--- config.mk ---
export PLATFORM = sky130hd
export DESIGN_NAME = rails_feeder
export DESIGN_NICKNAME = d
export VERILOG_FILES = /design/src/rtl/rails_pkg.sv /design/src/rtl/rails_case_buf.sv /design/src/rtl/rails_feeder.sv
export SDC_FILE = /design/constraint.sdc
export NUM_CORES = 1
export LEC_CHECK = 0
export CAP_MARGIN = 5
export CORE_ASPECT_RATIO = 0.6
export CORE_MARGIN = 4
export CORE_UTILIZATION = 30
export CTS_CLUSTER_SIZE = 14
export DETAILED_ROUTE_END_ITERATION = 10
export DONT_BUFFER_PORTS = 1
export PLACE_DENSITY_LB_ADDON = 0.05
export SYNTH_ARGS = -nofsm -noshare
export SYNTH_HDL_FRONTEND = slang
export SYNTH_SLANG_ARGS = --single-unit
--- constraint.sdc ---
create_clock -name clk -period 4.8 [get_ports clk]
set_input_delay 0.48 -clock clk [delete_from_list [all_inputs] [get_ports clk]]
set_output_delay 0.48 -clock clk [all_outputs]
set_load 0.005 [all_outputs]
--- src/rtl/rails_pkg.sv ---
// -----------------------------------------------------------------------------
// rails_pkg
// Shared definitions for the rails permutation checker front end: the train
// entry nibble type, the largest legal train count, the feeder state encoding
// and a helper that decides whether a header train count is acceptable.
// No ports (package).
// -----------------------------------------------------------------------------
package rails_pkg;

   // Largest train count a case may carry; legal counts are 1..MAX_TRAINS.
   localparam int MAX_TRAINS = 10;

   // One order entry (and the train count) travels as a 4-bit nibble.
   typedef logic [3:0] train_t;

   // Feeder FSM encoding, kept as plain constants so older tools and the
   // downstream checker bench can share the same values.
   typedef logic [2:0] state_t;
   localparam state_t IDLE      = 3'd0;
   localparam state_t LOAD      = 3'd1;
   localparam state_t SEND_NUM  = 3'd2;
   localparam state_t SEND_DATA = 3'd3;
   localparam state_t WAIT_RES  = 3'd4;
   localparam state_t REJECT    = 3'd5;

   // A header count is usable only when it is nonzero and fits the buffer.
   function automatic logic n_legal(input train_t n, input train_t max_n);
      return (n != 4'd0) && (n <= max_n);
   endfunction

endpackage

--- src/rtl/rails_case_buf.sv ---
// -----------------------------------------------------------------------------
// rails_case_buf
// Small register file holding one packed test case: DEPTH entries of 8 bits,
// each entry carrying order1 in [3:0] and order2 in [7:4]. One synchronous
// write port and one asynchronous read port. Out-of-range indices are ignored
// on write and read back as zero.
// Ports:
//   clk      system clock, rising edge
//   reset    synchronous active-high clear of all entries
//   wr_en    write enable
//   wr_idx   write index
//   wr_data  entry byte to store
//   rd_idx   read index
//   rd_data  entry byte at rd_idx (combinational)
// -----------------------------------------------------------------------------
import rails_pkg::*;

module rails_case_buf #(
   parameter int DEPTH = MAX_TRAINS,
   parameter int IDX_W = 4
) (
   input  logic             clk,
   input  logic             reset,
   input  logic             wr_en,
   input  logic [IDX_W-1:0] wr_idx,
   input  logic [7:0]       wr_data,
   input  logic [IDX_W-1:0] rd_idx,
   output logic [7:0]       rd_data
);

   logic [7:0] mem [DEPTH];

   // Storage: cleared on reset so a discarded partial case leaves no residue.
   always_ff @(posedge clk) begin
      if (reset) begin
         for (int i = 0; i < DEPTH; i++) begin
            mem[i] <= '0;
         end
      end else if (wr_en && (int'(wr_idx) < DEPTH)) begin
         mem[wr_idx] <= wr_data;
      end
   end

   // Async read; the guard keeps an out-of-range index from reading past the end.
   always_comb begin
      rd_data = '0;
      if (int'(rd_idx) < DEPTH) begin
         rd_data = mem[rd_idx];
      end
   end

endmodule

--- src/rtl/rails_feeder.sv ---
// -----------------------------------------------------------------------------
// rails_feeder
// Upstream stage for the rails permutation checker. Collects one test case
// (header byte with the train count N, then N entry bytes) from a byte-wide
// valid/ready stream, replays it to the checker as one number cycle followed
// by N contiguous data cycles, then waits for the checker result. The result
// is latched and announced with a one-cycle done pulse; good results also bump
// a wrapping case counter. Bad headers and checker timeouts finish with err.
// Ports:
//   clk          system clock, rising edge
//   reset        synchronous active-high reset
//   in_valid     upstream byte valid
//   in_data      upstream byte (header: [3:0]=N; entry: [3:0]=order1, [7:4]=order2)
//   in_ready     feeder accepts a byte this cycle
//   number       train count to the checker, nonzero only in the number cycle
//   data1        order1 entry to the checker during data cycles, else 0
//   data2        order2 entry to the checker during data cycles, else 0
//   rails_valid  checker result valid
//   rails_res1   checker result1
//   rails_res2   checker result2
//   done         one-cycle pulse when a case finishes
//   res1         latched result1 of the last good case
//   res2         latched result2 of the last good case
//   err          last case was rejected or timed out
//   case_cnt     number of cases finished with a real result (wraps)
// -----------------------------------------------------------------------------
import rails_pkg::*;

module rails_feeder #(
   parameter int MAX_TRAINS = rails_pkg::MAX_TRAINS,
   parameter int TIMEOUT    = 64,
   parameter int CNT_W      = 8
) (
   input  logic             clk,
   input  logic             reset,
   input  logic             in_valid,
   input  logic [7:0]       in_data,
   output logic             in_ready,
   output logic [3:0]       number,
   output logic [3:0]       data1,
   output logic [3:0]       data2,
   input  logic             rails_valid,
   input  logic             rails_res1,
   input  logic             rails_res2,
   output logic             done,
   output logic             res1,
   output logic             res2,
   output logic             err,
   output logic [CNT_W-1:0] case_cnt
);

   localparam int     TMR_W = $clog2(TIMEOUT + 1);
   localparam train_t MAX_N = train_t'(MAX_TRAINS);

   state_t             state;
   train_t             n_reg;
   logic [3:0]         idx;
   logic [TMR_W-1:0]   timer;
   logic               transfer;
   logic               last_entry;
   logic               buf_wr;
   logic [7:0]         buf_rd;
   train_t             hdr_n;

   assign transfer   = in_valid && in_ready;
   assign hdr_n      = in_data[3:0];
   assign last_entry = (idx == (n_reg - 4'd1));
   assign buf_wr     = (state == LOAD) && transfer;

   rails_case_buf #(
      .DEPTH (MAX_TRAINS),
      .IDX_W (4)
   ) u_buf (
      .clk     (clk),
      .reset   (reset),
      .wr_en   (buf_wr),
      .wr_idx  (idx),
      .wr_data (in_data),
      .rd_idx  (idx),
      .rd_data (buf_rd)
   );

   // The stream is only open while collecting a header or entries; everything
   // after the last entry holds the upstream off until the case finishes.
   always_comb begin
      in_ready = (state == IDLE) || (state == LOAD);
   end

   // Checker-facing frame is decoded straight from the state so it drops to
   // zero the cycle after any reset or state change. During data cycles the
   // same idx that addressed the buffer during loading now walks it for replay.
   always_comb begin
      number = '0;
      data1  = '0;
      data2  = '0;
      if (state == SEND_NUM) begin
         number = n_reg;
      end
      if (state == SEND_DATA) begin
         data1 = buf_rd[3:0];
         data2 = buf_rd[7:4];
      end
   end

   // Main sequencer. done defaults low so every finishing path produces a
   // single-cycle pulse. In WAIT_RES a checker valid takes priority over the
   // timeout landing in the same cycle; rails_valid in any other state is
   // simply never looked at, which discards stale results.
   always_ff @(posedge clk) begin
      if (reset) begin
         state    <= IDLE;
         n_reg    <= '0;
         idx      <= '0;
         timer    <= '0;
         done     <= 1'b0;
         res1     <= 1'b0;
         res2     <= 1'b0;
         err      <= 1'b0;
         case_cnt <= '0;
      end else begin
         done <= 1'b0;
         case (state)
            IDLE: begin
               if (transfer) begin
                  idx <= '0;
                  if (n_legal(hdr_n, MAX_N)) begin
                     n_reg <= hdr_n;
                     state <= LOAD;
                  end else begin
                     state <= REJECT;
                  end
               end
            end

            LOAD: begin
               if (transfer) begin
                  if (last_entry) begin
                     idx   <= '0;
                     state <= SEND_NUM;
                  end else begin
                     idx <= idx + 4'd1;
                  end
               end
            end

            SEND_NUM: begin
               idx   <= '0;
               state <= SEND_DATA;
            end

            SEND_DATA: begin
               if (last_entry) begin
                  idx   <= '0;
                  timer <= '0;
                  state <= WAIT_RES;
               end else begin
                  idx <= idx + 4'd1;
               end
            end

            WAIT_RES: begin
               if (rails_valid) begin
                  res1     <= rails_res1;
                  res2     <= rails_res2;
                  err      <= 1'b0;
                  done     <= 1'b1;
                  case_cnt <= case_cnt + CNT_W'(1);
                  state    <= IDLE;
               end else if (timer >= TMR_W'(TIMEOUT - 1)) begin
                  err   <= 1'b1;
                  done  <= 1'b1;
                  state <= IDLE;
               end else if (timer < TMR_W'(TIMEOUT)) begin
                  timer <= timer + TMR_W'(1);
               end
            end

            REJECT: begin
               err   <= 1'b1;
               done  <= 1'b1;
               state <= IDLE;
            end

            default: begin
               state <= IDLE;
            end
         endcase
      end
   end

endmodule

Word-level counts from Yosys, hierarchy flattened

Memory sizes are Yosys's and may differ from the RTL's. A register that Yosys moved wholly into a read port is not among the register bits.
Index checks and enable logic that the tools add are counted.
W data, S select, Z words.

Memories kept: 1
Register bits: 30
Input bits: 14
Output and inout port bits: 25
Memory bits (writable): 80
Logic and storage cells: 86

Muxes and demuxes: 37
Add/subtract/negate cells: 4
Reductions and logical operators: 17
Eq/ne operators: 14
Magnitude comparators: 4

Memory list:

| name      | depth | width | rd ports | clocked after Yosys merged registers in | wr ports | RTL line             | source |
|---|---|---|---|---|---|---|---|
| u_buf.mem | 10    | 8     | 1        | 1                                       | 10       | rails_case_buf.sv:31 | `logic [7:0] mem [DEPTH];` |

Operator list:

| kind                  | number |
|---|---|
| $mux W4               | 9 |
| $mux W7               | 4 |
| $mux W3               | 7 |
| $mux W8               | 2 |
| $pmux W4 S4           | 1 |
| $pmux W3 S5           | 1 |
| $ne A2 B2 Y1 const B  | 7 |
| $pmux W7 S2           | 1 |
| $mux W1               | 10 |
| $reduce_and A5 Y1     | 2 |
| $add A8 B1 Y8 const B | 1 |
| $reduce_bool A4 Y1    | 2 |
| $reduce_or A8 Y1      | 1 |
| $add A7 B1 Y7 const B | 1 |
| $ge A7 B6 Y1 const B  | 1 |
| $lt A7 B7 Y1 const B  | 1 |
| $eq A3 B2 Y1 const B  | 2 |
| $eq A3 B3 Y1 const B  | 2 |
| $reduce_and A3 Y1     | 2 |
| $add A4 B1 Y4 const B | 1 |
| $eq A4 B4 Y1          | 1 |
| $le A4 B4 Y1 const B  | 1 |
| $logic_and A1 B1 Y1   | 4 |
| $lt A4 B4 Y1 const B  | 1 |
| other kinds (8)       | 11 |

Longest topological paths before layout

Gate-level depths: netlist of run 1.

Word-level depth: 10
Gate-level depth with buffers: 6
Mapped depth without buffers: 6

Hierarchy

From an unflattened synthesis of run 1, not the netlist that was laid out.

Cell total of the unflattened synthesis: 465
Area, all modules: 5327.6 µm²

Modules (own cells, without submodules):

| module         | area each (µm²) | times used | seq. area each (µm²) | cells each |
|---|---|---|---|---|
| rails_case_buf | 3791.1          | 1          | 2402.3               | 289 |
| rails_feeder   | 1536.5          | 1          | 600.6                | 176 |

Worst setup path before layout of run 1

OpenSTA, ideal clock, no wires.

Kind: reg-to-output
Start: register (tool-made name)
End: output data1[0]
Path buffers: 2
Data required time: 4320 ps
Cell stages (with the launch flop): 7
Arrival: 1445 ps
Setup slack: 2875 ps
Cells stage by stage: dfxtp_1 buf_6 buf_12 mux4_2 nor2b_1 a211oi_1 a211oi_1

RTL lines:

| item          | RTL line           | source |
|---|---|---|
| end, declared | rails_feeder.sv:40 | `output logic [3:0] data1,` |

==> results of run 1 <==
-- layer usage --
layer,wire length [um],vias to the layer above
li1,-,1938
met1,8950,2089
met2,7130,52
met3,696,16
met4,182,0
met5,0,-
-- cells in the mapped netlist (5+ instances only) --
cell        n
dfxtp_1    34
inv_1      18
mux4_1      7
nor2_1     89
xor2_1      9
nor2b_1    12
and3_1      7
mux2i_1    15
a21oi_1     9
nand2_1    27
nand4_1     5
clkbuf_1    7
nand3_1     8
buf_2       7
and2_1      9
a211oi_1   16
o21ai_0     6
mux4_2     25
buf_4       7
edfxtp_1  128
-- stage by stage --
step	hold WS, ps	setup WS [ps]	power (mW)	std cells	area, um2
after floorplan	426	2880	1.71	553	7350
after global placement	445	1980	1.75	846	7600
after detailed placement	448	1980	1.75	846	7600
after CTS	92.8	1510	2.99	878	8130
after global routing	98.1	1490	3.07	878	8130
final	119	1600	2.96	878	8130
-- how the worst max path moves through the flow --
stage	start	endpoint	slack (ps)	cells past startpoint
after floorplan	flop	data1[0]	2880	6
after global placement	flop	data1[3]	1980	5
after detailed placement	flop	data1[2]	1980	4
after CTS	flop	data1[2]	1510	4
after global routing	flop	data1[1]	1490	4
final	flop	data1[2]	1600	4
-- final cells by class --
class	instances	area (um2)
Tap cell	315	394
Sequential cell	162	4530
Timing Repair Buffer	4	30.0
Clock inverter	13	82.6
Fill cell	2251	15200
Multi-Input combinational cell	347	2580
Clock buffer	19	443
Inverter	18	67.6
-- where the power goes --
group | switching, mW | leakage, nW | internal [mW] | total, mW
Combinational | 0.0786 | 1.02 | 0.0511 | 0.130
Clock | 0.569 | 0.272 | 0.673 | 1.24
Sequential | 0.0281 | 1.60 | 1.56 | 1.59
Total | 0.676 | 2.89 | 2.28 | 2.96
-- logic make-up (layout without fill, tap and decap cells) --
kind of cell               after synthesis  in the layout  share of synthesized area
other                                    1             48                   0.000523
AOI/OAI and AO/OA                       48             48                     0.0501
muxes                                   48             48                      0.127
xor gates and xnor gates                13             13                     0.0188
adders and majority gates                4              4                    0.00698
and+or+nand+nor                        186            186                      0.133
DFF                                    162            162                      0.631
buffers and inverters                   44             54                     0.0333
==> impl_results.md, run 1 <==
- CP Cell Sequence: buf_4, mux4_2, mux2i_1, a211oi_1
- CTS tree: built
- Remaining global-route overflow: 0
- Full die area: around 0.027 mm2
- Core area: approximately 0.023 mm2
- Number of I/O pins: 39
- Slew Viols, Final: 0
- GR met2 Demand/Resource: 0.190
- CP Max Fanout: 20
- Initial DRT Pass Iterations: 4
- Dominant synthesized flop cell: edfxtp_1
- Wire per inst: about 19 um
- Max IR drop VDD: around 0.00026 V
- Clock sinks: between 150 and 200
- Synth cell types: 61
- Arrival time at the worst endpoint: roughly 2700 ps
- Crit path largest cell delay: ~1100 ps
- EDFF count, synth: about 130
- Syn Inst Count: a little over 500
- Seq cells post-synth: 162
- Setup Crit Path Kind: flop to primary output
- Commonest non-fill, non-tap cell in the layout: edfxtp_1
- Setup_tns: 0 ps
- Hold Path Sink: err
- Max FFs per register: 128
- Mapped Area: a little over 0.007 mm2
- FF-to-FF Start: state[0]
- Max-cap violations: 0
- CP max-delay cell: dfxtp_1
- Starting Density: 0.308
- RSZ-0062 raised after global routing: false
- Area grow syn2layout: 13.3%
- Peak Freq: 313 MHz
- CTS Buf Count: 17
- Cts repair resizes: 0
- Hold buffer count at CTS: 0
- Reg2reg setup slack: roughly 2200 ps
- Skew-Pair Late Insertion Delay: around 430 ps
- Met1 Track Usage GR: 0.204
- Slew HR: 0.254
- Post-synthesis sequential area ratio: 0.631
- Number of diodes: 0
- Hold path depth: 1
- ANT nets after route: 0
- Global-route wire length before repair: approximately 26000 um
- Mean area per synthesized cell: approximately 14 um2
- DPL Wire Length: 11600 um
- Htree depth: 4
- Register name with the most flops: u_buf.mem
- Global-route layer with the greatest usage: met1
- Tcrit/Tclk final: 0.666
- Clock-pin slew on the worst setup and hold paths: 60 ps
- Worst path top cell family by delay: flip-flops
- Clk buf depth: 2
- Setup repair bufs after CTS: 0
- Root Driver: clkbuf_16
- Top cell type's share of synthesized area: 0.536
- # DRC: 0
- Endpoints failing setup: 0
- Utilization after layout: 0.349
- Final wirelength: between 15000 and 20000 um
- Num rows: between 40 and 50
- Final net count: between 500 and 600
- Vias per inst: 4.66
- Die Height: between 100 and 150 um
- Ys async rst share: 0
- Area leader, netlist: edfxtp_1
- Worst slew pin tran: about 1100 ps
- Worst reg2reg path depth: 4
- Clock Skews: 7.61 ps
- Chip width: a little over 200 um
- Warnings from Yosys: 0
- Status: finished, final reports clean
- Layout cells sized above 1: 0.140
- Starting DRT DRC Count: 409
- Worst setup SP type: flop
- Crit path required time: ~4300 ps
- R2R Path End: u_buf.mem[8][2]
- Initial antenna violation count: 0
- Largest net degree at the start of global routing: 33
- Worst Hold Class: input port to flop
- Number of global-route vias before repair: 4231
- Met3 Use GR: 0.0352
- Worst path buffer plus inverter count: 1
- GRT Overall Usage: 0.134
- Final Hold Viols: 0
- Synth top area cells: edfxtp_1, dfxtp_1, mux4_2, nor2_1, mux4_1
- DR vias: a little over 4000
- Top Registers: u_buf.mem x128, case_cnt x8, timer x7
- Gpl congestion: about 0.73
- Commonest cells after routing, fill and taps aside: edfxtp_1, nor2_1, conb_1, dfxtp_1, nand2_1
- PortBufs: 0
- Power density over cell area: ~360 mW/mm2
- LEAKAGE: about 2.9 nW
- Crit. End Element: primary output
- Hold wc startpoint: reset
- Tmin final: about 3200 ps
Note: power is estimated with default switching activity, not from simulation.
==> run 2, diff against run 1 <==
clock period = 3.3 ns   (was 4.8 ns; I/O delays follow)
==> run 2 against run 1 <==
  * Routed wire length is 3.2% higher
  * Via count is 0.29% higher
  * Register-to-register slack worse by 1300 ps
  * Clock-buffer cell count is 3 higher
  * Highest routed layer unchanged
==> impl_results.md, run 2 (synthesis gave the netlist of run 1 again) <==
- Status: finished, final reports clean
- Power density over cell area: 544 mW/mm2 (+49%)
- Commonest non-fill, non-tap cell in the layout: edfxtp_1
- Placed cells: 848 (+0.24%)
- # DRC: 0 (unchanged)
- Internal power: 3.48 mW (+52%)
- Switching Share: 0.222 (-0.00597)
- Clk buf depth: 2 (unchanged)
- Final net count: 571 (+0.53%)
- ANT nets after route: 0 (unchanged)
- FF-to-FF Start: idx[1]
- Htree depth: 4 (unchanged)
- CP Max Fanout: 24 (+20%)
- Wire per inst: 19.9 um (+2.9%)
- Crit path required time: 2970 ps (-1350 ps)
- Vias per inst: 4.66 (about the same)
- Hold Path Sink: n_reg[3]
- CTS tree: built
- Switching power: 994 uW (+47%)
- Full die area: 0.0265 mm2 (unchanged)
- Number of diodes: 0 (unchanged)
- Hold path depth: 2 (+1)
- Root Driver: clkbuf_16
- PortBufs: 0 (unchanged)
- Max FFs per register: 128 (unchanged)
- DPL Wire Length: 12300 um (+6.3%)
- Worst setup SP type: flop
- LEAKAGE: 2.92 nW (+1.2%)
- Reg2reg setup slack: 960 ps (-1270 ps)
- Tmin final: about 2600 ps
- Skew-Pair Late Insertion Delay: 430 ps (about the same)
- Crit. End Element: primary output
- Setup WS post-layout: 663 ps (-941 ps)
- Core area: 0.0233 mm2 (unchanged)
- Initial DRT Pass Iterations: 4 (unchanged)
- CTS Buf Count: 17 (unchanged)
- Combinational Power Share: 0.044 (about the same)
- Area grow syn2layout: 14.6%
- Layout cells sized above 1: 0.141 (+0.00102)
- CP max-delay cell: mux4_2
- Global-route wire length before repair: 27000 um (+2.1%)
- Remaining global-route overflow: 0 (unchanged)
- Chip width: 208 um (unchanged)
- Clock network power share: 0.439 (+0.019)
- Max-cap violations: 0 (unchanged)
- Peak Freq: approximately 380 MHz
- Commonest cells after routing, fill and taps aside: edfxtp_1, nor2_1, conb_1, dfxtp_1, nand2_1
- Setup repair bufs after CTS: 0 (unchanged)
- Clock Skews: 8.73 ps (+1.12 ps)
- Gpl congestion: 0.793 (+8.6%)
- Final wirelength: 17500 um (+3.2%)
- Setup_tns: 0 ps (unchanged)
- Endpoints failing setup: 0 (unchanged)
- CP most frequent cell: a211oi_1
- Arrival time at the worst endpoint: 2310 ps (-410 ps)
- Top Registers: u_buf.mem x128, case_cnt x8, timer x7
- Starting Density: 0.308 (unchanged)
- Post-Layout Cell Count: 881 (+0.34%)
- Utilization after layout: 0.353 (+0.00387)
- Register name with the most flops: u_buf.mem
- Worst reg2reg path depth: 5 (+1)
- Finished Cell Area: 0.00822 mm2 (+1.1%)
- Tcrit/Tclk final: 0.799
- RSZ-0062 raised after global routing: false
- Largest net degree at the start of global routing: 25 (-24%)
- Number of global-route vias before repair: 4129 (-2.4%)
- DR vias: 4107 (+0.29%)
- Max IR drop VDD: 0.000379 V (+48%)
- Clock sinks: 162 (unchanged)
- CP Cell Sequence: buf_4, mux4_2, nor2b_1, a211oi_1, a211oi_1
- Sequential power share: 0.517 (-0.020)
- Worst Hold Class: input port to flop
- Clock-pin slew on the worst setup and hold paths: 70 ps (about the same)
- Fillers: 2279 (+1.2%)
- Hold wc startpoint: in_data[3]
- Initial antenna violation count: 0 (unchanged)
- Die Height: 128 um (unchanged)
- Dpl ws: 948 ps (-1030 ps)
- GRT Overall Usage: 0.137 (+0.00294)
- Number of I/O pins: 39 (unchanged)
- Crit path largest cell delay: 570 ps (-490 ps)
- Starting DRT DRC Count: 256 (-37%)
- Placed cell areas: 0.00763 mm2 (+0.36%)
- Slew Viols, Final: 0 (unchanged)
- Setup Crit Path Kind: flop to primary output
- Slew HR: 0.485 (+0.230)
- Worst slew pin tran: 770 ps (-347 ps)
- Final Hold Viols: 0 (unchanged)
- R2R Path End: u_buf.mem[6][4]
- Num rows: 43 (unchanged)
-- run 2: cell types whose count changed in the layout (fill, tap and decap cells not counted), sizes merged --
cell,delta
clkinv,-5
inv,+1
dlygate4sd3,+1
bufinv,+1
buf,+2
clkbuf,+3
-- run 2: through the flow --
stage          power [mW]  hold WS, ps
4_1_cts              4.53         30.1
6_report             4.47         56.4
3_3_place_gp         2.55          406
2_1_floorplan        2.49          426
3_5_place_dp         2.55          410
5_1_grt              4.65         43.9
-- run 2: final cells by class --
class,count,area [um2],share of cell area
flip-flops and latches,162,4530,0.551
well taps,315,394,0.0480
clock buffers,22,485,0.0591
multi-input cells,347,2580,0.315
inverters,18,67.6,0.00822
clock inverters,10,92.6,0.0113
repair buffers,7,67.6,0.00822
-- run 2: power groups by stage --
stage | clock network, mW | registers [mW] | logic [mW]
floorplan | 0 | 2.32 | 0.167
global placement | 0 | 2.36 | 0.192
detailed placement | 0 | 2.36 | 0.193
CTS | 2.02 | 2.31 | 0.198
global route | 2.11 | 2.32 | 0.219
finish | 1.96 | 2.31 | 0.196
-- run 2: worst max path at each step --
stage / from / end / cells past startpoint
4_1_cts: flop / data1[2] / 3
3_3_place_gp: idx[1] / u_buf.mem[6][4] / 5
6_report: flop / data1[2] / 5
2_1_floorplan: flop / data1[0] / 6
3_5_place_dp: state[1] / u_buf.mem[6][5] / 5
5_1_grt: flop / data1[2] / 3
-- run 2: critical path: cells and delay by family (launching register included) --
kind,cells,cell delay [ps]
flip-flops,1,310
multiplexers,1,570
AO/OA/AOI/OAI,2,450
buffers and inverters,1,400
AND/OR/NAND/NOR,1,140
-- run 2: timing repair --
action	4_1_cts	5_1_grt
gates resized for setup	0	0
hold endpoints to repair	21	0
hold buffers	1	0
-- run 2: layer usage --
metal | global-route usage | wire length, um
met4 | 0.0324 | 129
met1 | 0.216 | 9540
met2 | 0.188 | 7220
met5 | 0 | 0
met3 | 0.0335 | 607
